**src/rtl/line_period_readout_if.sv**
```systemverilog
// Bundles the capture-side inputs, the bit-serial output stream and the status flags of line_period_readout.
// Latency: none. The interface only carries signals.
// Backpressure: sready from the consumer stalls the stream. The slave modport is the readout block and the master modport is its environment.
// Ports: start, period_in, pulse_in and sready run master->slave; sdata, svalid, slast, busy, done and timed_out run slave->master.
interface line_period_readout_if #(
    parameter int PIXELS       = 4,
    parameter int COUNTER_BITS = 15
);
    logic                           start;
    logic [PIXELS*COUNTER_BITS-1:0] period_in;
    logic [PIXELS-1:0]              pulse_in;
    logic                           sready;
    logic                           sdata;
    logic                           svalid;
    logic                           slast;
    logic                           busy;
    logic                           done;
    logic                           timed_out;

    modport master (
        output start, period_in, pulse_in, sready,
        input  sdata, svalid, slast, busy, done, timed_out
    );

    modport slave (
        input  start, period_in, pulse_in, sready,
        output sdata, svalid, slast, busy, done, timed_out
    );
endinterface

```
**src/rtl/line_period_readout.sv**
```systemverilog
// Captures one period per pixel column for each line. Capture ends when every column has reported or a timeout expires. The captured periods are then streamed out bit-serially, pixel 0 first and MSB first.
// Latency: the first bit is valid on the cycle after the capture mask completes. The stream carries PIXELS*COUNTER_BITS bits, and done pulses on the cycle after the last transfer.
// Backpressure: the stream advances only when svalid && sready. sdata holds while a bit is stalled.
// Ports: clk, rst (async, active high), and bus (line_period_readout_if.slave), which carries start, period_in, pulse_in, sready, sdata, svalid, slast, busy, done and timed_out.
module line_period_readout #(
    parameter int PIXELS         = 4,
    parameter int COUNTER_BITS   = 15,
    parameter int TIMEOUT_CYCLES = 65535
) (
    input  logic                    clk,
    input  logic                    rst,
    line_period_readout_if.slave    bus
);
    localparam int TOTAL = PIXELS * COUNTER_BITS;
    localparam int BCW   = $clog2(TOTAL + 1);
    localparam int TCW   = $clog2(TIMEOUT_CYCLES + 1);
    localparam logic [BCW-1:0] LAST_BIT = BCW'(TOTAL - 1);
    localparam logic [TCW-1:0] TO_LAST  = TCW'(TIMEOUT_CYCLES - 1);

    typedef enum logic [1:0] {IDLE, ARM, SHIFT} state_t;

    state_t            state, state_nxt;
    logic [PIXELS-1:0] mask, mask_nxt;
    logic [TOTAL-1:0]  shreg, shreg_nxt;
    logic [BCW-1:0]    bcnt, bcnt_nxt;
    logic [TCW-1:0]    tcnt, tcnt_nxt;
    logic              timed_out, timed_out_nxt;
    logic              done, done_nxt;
    logic [PIXELS-1:0] cap, mask_cap;
    logic              svalid, xfer;

    // The shadow registers double as the output shift register. Pixel p
    // lives at slice (PIXELS-1-p), so pixel 0's MSB sits at the top bit and
    // a plain left shift yields pixel 0 first, MSB first.
    assign svalid        = (state == SHIFT);
    assign xfer          = svalid && bus.sready;
    assign bus.svalid    = svalid;
    assign bus.sdata     = svalid & shreg[TOTAL-1];
    assign bus.slast     = svalid && (bcnt == LAST_BIT);
    assign bus.busy      = (state != IDLE);
    assign bus.done      = done;
    assign bus.timed_out = timed_out;

    always_ff @(posedge clk or posedge rst) begin
        if (rst) begin
            state     <= IDLE;
            mask      <= '0;
            shreg     <= '0;
            bcnt      <= '0;
            tcnt      <= '0;
            timed_out <= 1'b0;
            done      <= 1'b0;
        end else begin
            state     <= state_nxt;
            mask      <= mask_nxt;
            shreg     <= shreg_nxt;
            bcnt      <= bcnt_nxt;
            tcnt      <= tcnt_nxt;
            timed_out <= timed_out_nxt;
            done      <= done_nxt;
        end
    end

    always_comb begin
        state_nxt     = state;
        mask_nxt      = mask;
        shreg_nxt     = shreg;
        bcnt_nxt      = bcnt;
        tcnt_nxt      = tcnt;
        timed_out_nxt = timed_out;
        done_nxt      = 1'b0;
        // Only the first pulse per pixel is captured. A pixel whose mask
        // bit is already set ignores later pulses.
        cap           = bus.pulse_in & ~mask;
        mask_cap      = mask | cap;

        case (state)
            IDLE: begin
                mask_nxt = '0;
                tcnt_nxt = '0;
                bcnt_nxt = '0;
                if (bus.start) begin
                    timed_out_nxt = 1'b0;
                    state_nxt     = ARM;
                end
            end

            ARM: begin
                for (int i = 0; i < PIXELS; i++) begin
                    if (cap[i]) begin
                        shreg_nxt[(PIXELS-1-i)*COUNTER_BITS +: COUNTER_BITS] =
                            bus.period_in[i*COUNTER_BITS +: COUNTER_BITS];
                    end
                end
                mask_nxt = mask_cap;
                // Completion is checked before the timeout, so a final pulse
                // that lands on the timeout cycle still counts as a full line.
                if (&mask_cap) begin
                    state_nxt = SHIFT;
                end else if (tcnt == TO_LAST) begin
                    for (int i = 0; i < PIXELS; i++) begin
                        if (!mask_cap[i]) begin
                            shreg_nxt[(PIXELS-1-i)*COUNTER_BITS +: COUNTER_BITS] = '1;
                        end
                    end
                    mask_nxt      = '1;
                    timed_out_nxt = 1'b1;
                    state_nxt     = SHIFT;
                end else begin
                    tcnt_nxt = tcnt + TCW'(1);
                end
            end

            SHIFT: begin
                if (xfer) begin
                    shreg_nxt = shreg << 1;
                    bcnt_nxt  = bcnt + BCW'(1);
                    if (bcnt == LAST_BIT) begin
                        done_nxt  = 1'b1;
                        state_nxt = IDLE;
                    end
                end
            end

            default: state_nxt = IDLE;
        endcase
    end
endmodule

```
**src/flat_wrapper.sv**
```systemverilog
// flat-port wrapper written by rule: the top's interface ports become plain ports
module line_period_readout_flat 
#(
    parameter int PIXELS         = 4,
    parameter int COUNTER_BITS   = 15,
    parameter int TIMEOUT_CYCLES = 65535
)
  (clk, rst, bus_start, bus_period_in, bus_pulse_in, bus_sready, bus_sdata, bus_svalid, bus_slast, bus_busy, bus_done, bus_timed_out);
  line_period_readout_if #(.PIXELS(PIXELS), .COUNTER_BITS(COUNTER_BITS)) bus_i ();
  input  logic clk;
  input  logic rst;
  input wire logic [$bits(bus_i.start)-1:0] bus_start;
  input wire logic [$bits(bus_i.period_in)-1:0] bus_period_in;
  input wire logic [$bits(bus_i.pulse_in)-1:0] bus_pulse_in;
  input wire logic [$bits(bus_i.sready)-1:0] bus_sready;
  output wire logic [$bits(bus_i.sdata)-1:0] bus_sdata;
  output wire logic [$bits(bus_i.svalid)-1:0] bus_svalid;
  output wire logic [$bits(bus_i.slast)-1:0] bus_slast;
  output wire logic [$bits(bus_i.busy)-1:0] bus_busy;
  output wire logic [$bits(bus_i.done)-1:0] bus_done;
  output wire logic [$bits(bus_i.timed_out)-1:0] bus_timed_out;
  assign bus_i.start = bus_start;
  assign bus_i.period_in = bus_period_in;
  assign bus_i.pulse_in = bus_pulse_in;
  assign bus_i.sready = bus_sready;
  assign bus_sdata = bus_i.sdata;
  assign bus_svalid = bus_i.svalid;
  assign bus_slast = bus_i.slast;
  assign bus_busy = bus_i.busy;
  assign bus_done = bus_i.done;
  assign bus_timed_out = bus_i.timed_out;
  line_period_readout #(.PIXELS(PIXELS), .COUNTER_BITS(COUNTER_BITS), .TIMEOUT_CYCLES(TIMEOUT_CYCLES)) u_core (.clk(clk), .rst(rst), .bus(bus_i));
endmodule
```
**config.mk**
```make
export PLATFORM = sky130hd
export DESIGN_NAME = line_period_readout_flat
export DESIGN_NICKNAME = d
export VERILOG_FILES = /design/src/rtl/line_period_readout_if.sv /design/src/rtl/line_period_readout.sv /design/src/flat_wrapper.sv
export SDC_FILE = /design/constraint.sdc
export NUM_CORES = 1
export LEC_CHECK = 0
export ABC_AREA = 1
export BUFFER_PORTS_ARGS = -buffer_cell sky130_fd_sc_hd__buf_2
export CORE_ASPECT_RATIO = 0.75
export CORE_UTILIZATION = 30
export DETAILED_ROUTE_END_ITERATION = 10
export PLACE_DENSITY = 0.47
export SKIP_LAST_GASP = 1
export SLEW_MARGIN = 20
export SYNTH_ARGS = -nofsm -noshare
export SYNTH_HDL_FRONTEND = slang
export SYNTH_SLANG_ARGS = --single-unit
```
**constraint.sdc**
```tcl
create_clock -name clk -period 8.1 [get_ports clk]
set_clock_uncertainty 0.2 [all_clocks]
set_input_delay 0.81 -clock clk [delete_from_list [all_inputs] [get_ports clk]]
set_output_delay 0.81 -clock clk [all_outputs]
set_load 0.03 [all_outputs]
```
==> reports/summary.md <==
The transition time at the pin with the least slew margin came out at 0.842 ns. Of the post-synthesis cell area, the dominant cell type holds 40.6%. The combined area of all synthesized cells was 5550 um^2; the proportion of synthesized flip-flops having asynchronous set or reset was 100%. Class of the tightest hold or removal check: in -> async. STA classifies the critical path endpoint as a primary output. Routability-driven placement finished with a final weighted congestion of 0.751. Synthesis produced a netlist whose cell count is 788.

The clock-pin transition on the worst setup and hold timing paths is 0.06 ns. The power density of the placed cells is 322 nW/um^2, and the number of levels in the clock H-tree is 3. For this block, the initial DRC count from the detailed router was 332. The leading area contributor after synthesis was sky130_fd_sc_hd__dfrtp_1. The floorplan step set the die height to 120 um.

The die footprint came out at 19000 um^2. The total of hold buffers inserted after clock tree synthesis was 0. Yosys mapped a number of flops with a built-in enable equal to 0. Data arrives at the worst endpoint at 2.51 ns.

The first global-routing pass estimated 24.6 mm of wire. Detailed placer's ending HPWL: 9.50 mm. The final route contains 4980 vias. For the standby leakage power, the log shows 3.18 nW.

After detailed routing, the number of vias per cell comes to 4.60. The run finished with clean final reports. The total global-route track usage is 16.3%.

Final instance count without filler cells: 1082. The area growth from synthesis to layout is 13.7%. After layout, the minimum clock period comes to 3.52 ns.

The clock latency at the later pin of the worst-skew pair is 0.34 ns. Of the total synthesized cell area, the portion taken by full adders, half adders and majority gates is 0.677%. The tools report the largest voltage drop on the vdd net as 0.164 mV.

The run gives 4636 as the number of global-route vias before repair. Yosys instantiated no cell more often than sky130_fd_sc_hd__nand2_1. The count of buffers added on input and output ports is 73. The total number of placement rows is 42. Ranked by total cell area, the synthesized netlist is headed by sky130_fd_sc_hd__dfrtp_1 41%, sky130_fd_sc_hd__nand2_1 17%, sky130_fd_sc_hd__nand3_1 11%. For this block, the routed nets add up to 14.5 mm of wire. The logs give 34 for the distinct cell type count after synthesis and 9 for the number of buffers created by CTS. Setup repair after global routing left no endpoint under its margin. For this design the top-level I/O count stands at 74. The hold violation total from the final report came out at 0. Of the cells placed in the final design, the portion with a size suffix greater than 1 is 15.2%.

Final routed wire length divided by cell count: 13.4 um. Across the run, the number of max-cap violations was 0. For this run, the leading register cell type out of synthesis is sky130_fd_sc_hd__dfrtp_1. The simple-gate portion of the synthesized area works out to 40.3%. Of the total synthesized cell area, the portion taken by XOR and XNOR cells is 0.947%. Buffers added to address setup during post-CTS repair amount to 0. The tools report the final max-slew violation count as 0. In this run the tightest slew margin relative to its limit is 43.9%.

The run gives 72 as the pin count of the biggest net entering global routing. The final setup violation count came out at 0. The run gives 0 as the total congestion overflow.

The die is 159 um wide. The synthesized-area fraction occupied by ao, oa, aoi and oai cells was 10.2%; the number of gates resized after cts was 0. STA classifies the critical path startpoint as a flip-flop. Each instance of the synthesized netlist takes up on average 7.04 um^2. At the end of the flow, the number of nets in the layout was 906. After synthesis, the largest family of logic cells by area is simple AND/OR/NAND/NOR gates. The repair_antennas step left the layout with diodes totalling 0. The share of the clock period used by the worst path after layout was 43.5%. In the routed design, unresolved DRC markers number 0.

Of all nets on the critical path, the largest fanout is 58. Hold timing on the final database bottoms out at a slack of 0.250 ns. The clock net in this run drives a total of 90 sinks.

CTS placed an instance of sky130_fd_sc_hd__clkbuf_16 at the clock tree root. Static timing analysis puts the maximum clock frequency at 284 MHz. Once the floorplan was initialized, standard cells occupied 31.1% of the core. Of the synthesized area, sequential elements account for 40.6%.

The required time at the endpoint of the critical path came out at 7.09 ns. At the placement stage, the worst setup path has a slack of 4.92 ns. For the total number of yosys warnings, the log shows 0. Fill cells in the final layout number 1974.

TritonCTS built the clock tree. The number of placed instances, taps included, is 1066. The tools report the maximum clock insertion buffer count as 2. The tools report the initial antenna violation count as 0.

Counting every net in the synthesized netlist gives 859. The logs give 4 for the iteration count of the initial detailed-routing pass and 17900 um^2 for the area of the core. Setup slack closes at 4.58 ns. Adding up every negative setup slack in the final design gives 0 ns.

The critical path is of the reg -> out type. The count of nets left with antenna violations once routing finished came out at 0. After synthesis, the most frequently instantiated cells are 248 x sky130_fd_sc_hd__nand2_1, 122 x sky130_fd_sc_hd__nand3_1, 90 x sky130_fd_sc_hd__dfrtp_1.

Synthesis inferred 90 register bits. In the synthesized netlist, mux cells make up 0% of the area.
[flip-flops by register name, summed over array words and instances, names as in the netlist]
| signal | cells |
|---|---|
| u_core.state | 2 |
| u_core.bus.timed_out | 1 |
| u_core.shreg | 60 |
| u_core.bus.done | 1 |
| u_core.bcnt | 6 |
| u_core.mask | 4 |
| u_core.tcnt | 16 |
[per-layer routing]
| layer | vias to the layer above | global-route usage, % | wire (um) |
|---|---|---|---|
| met3 | 9 | 3.66 | 733 |
| met5 | - | 0 | 0 |
| li1 | 2643 | - | - |
| met4 | 0 | 4.39 | 163 |
| met2 | 108 | 21.8 | 5560 |
| met1 | 2220 | 25.5 | 8010 |
[cell usage in the layout, fill, tap and decap left out, types with 2 or more instances in the layout]
cell type,count
sky130_fd_sc_hd__clkinvlp_4,2
sky130_fd_sc_hd__nand2_1,248
sky130_fd_sc_hd__o21ai_0,34
sky130_fd_sc_hd__nor2_8,3
sky130_fd_sc_hd__or2_2,3
sky130_fd_sc_hd__xor2_1,4
sky130_fd_sc_hd__o21bai_1,3
sky130_fd_sc_hd__nand3_2,3
sky130_fd_sc_hd__clkinv_2,3
sky130_fd_sc_hd__nand2_2,3
sky130_fd_sc_hd__inv_1,39
sky130_fd_sc_hd__xnor2_1,2
sky130_fd_sc_hd__nand2_4,3
sky130_fd_sc_hd__or2_1,8
sky130_fd_sc_hd__nor2_2,2
sky130_fd_sc_hd__buf_2,73
sky130_fd_sc_hd__nand4_1,7
sky130_fd_sc_hd__o21ai_2,5
sky130_fd_sc_hd__o21ai_1,31
sky130_fd_sc_hd__or2_0,24
sky130_fd_sc_hd__nor2_1,59
sky130_fd_sc_hd__ha_1,3
sky130_fd_sc_hd__dfrtp_1,90
sky130_fd_sc_hd__nand3_1,122
sky130_fd_sc_hd__a21oi_1,33
sky130_fd_sc_hd__nand3_4,2
sky130_fd_sc_hd__inv_2,11
sky130_fd_sc_hd__clkbuf_16,9
sky130_fd_sc_hd__buf_4,3
[power by group]
part | switching, mW | internal, mW | leakage, nW
Combinational | 0.610 | 0.311 | 1.88
Sequential | 0.0976 | 0.615 | 1.16
Clock | 0.180 | 0.215 | 0.131
[final cells by class]
type	count	area, um^2	area share, %
clock inverter	5	30.0	0.476
clock buffer	11	243	3.85
sequential	90	2250	35.7
tap	242	303	4.80
timing repair buffer	76	388	6.15
inverter	52	198	3.13
multi-input combinational	606	2890	45.9
[cells by family (layout without fill, tap and decap cells)]
family                     count (synthesis)  after routing
and+or+nand+nor                          490            490
AOI/OAI and AO/OA                        107            107
xor gates and xnor gates                   6              6
DFF                                       90             90
adders and majority gates                  3              3
buffers and inverters                     92            144
[stage by stage]
step                      utilization, %  cell area [um^2]  power (mW)
after CTS                           35.3              6310        2.05
after floorplan                        -              5550        1.47
final                               35.3              6310        2.03
after detailed placement            33.8              6030        1.65
after global routing                35.3              6310        2.24
after global placement              33.8              6030        1.65
[path summary, 6_finish.rpt]
path,end,slack [ns],startpoint,depth (start not counted)
max in group asynchronous,u_core.shreg[19],6.29,rst,3
min in group clk,u_core.shreg[15],0.27,u_core.shreg[15],2
worst min-delay path,u_core.bcnt[5],0.25,rst,2
worst min register to register,u_core.shreg[15],0.27,u_core.shreg[15],2
worst max-delay path,bus_sdata,4.58,u_core.state[1],6
worst max register to register,u_core.shreg[44],5.05,u_core.state[1],7
[critical path: stages, from the launching register on]
cell and delay [ns]:
sky130_fd_sc_hd__dfrtp_1 0.41, sky130_fd_sc_hd__inv_2 0.13, sky130_fd_sc_hd__nor2_8 0.66, sky130_fd_sc_hd__inv_2 0.24
sky130_fd_sc_hd__buf_4 0.37, sky130_fd_sc_hd__nor2_1 0.15, sky130_fd_sc_hd__buf_2 0.21
No activity file was read; power rests on OpenSTA's default activity.
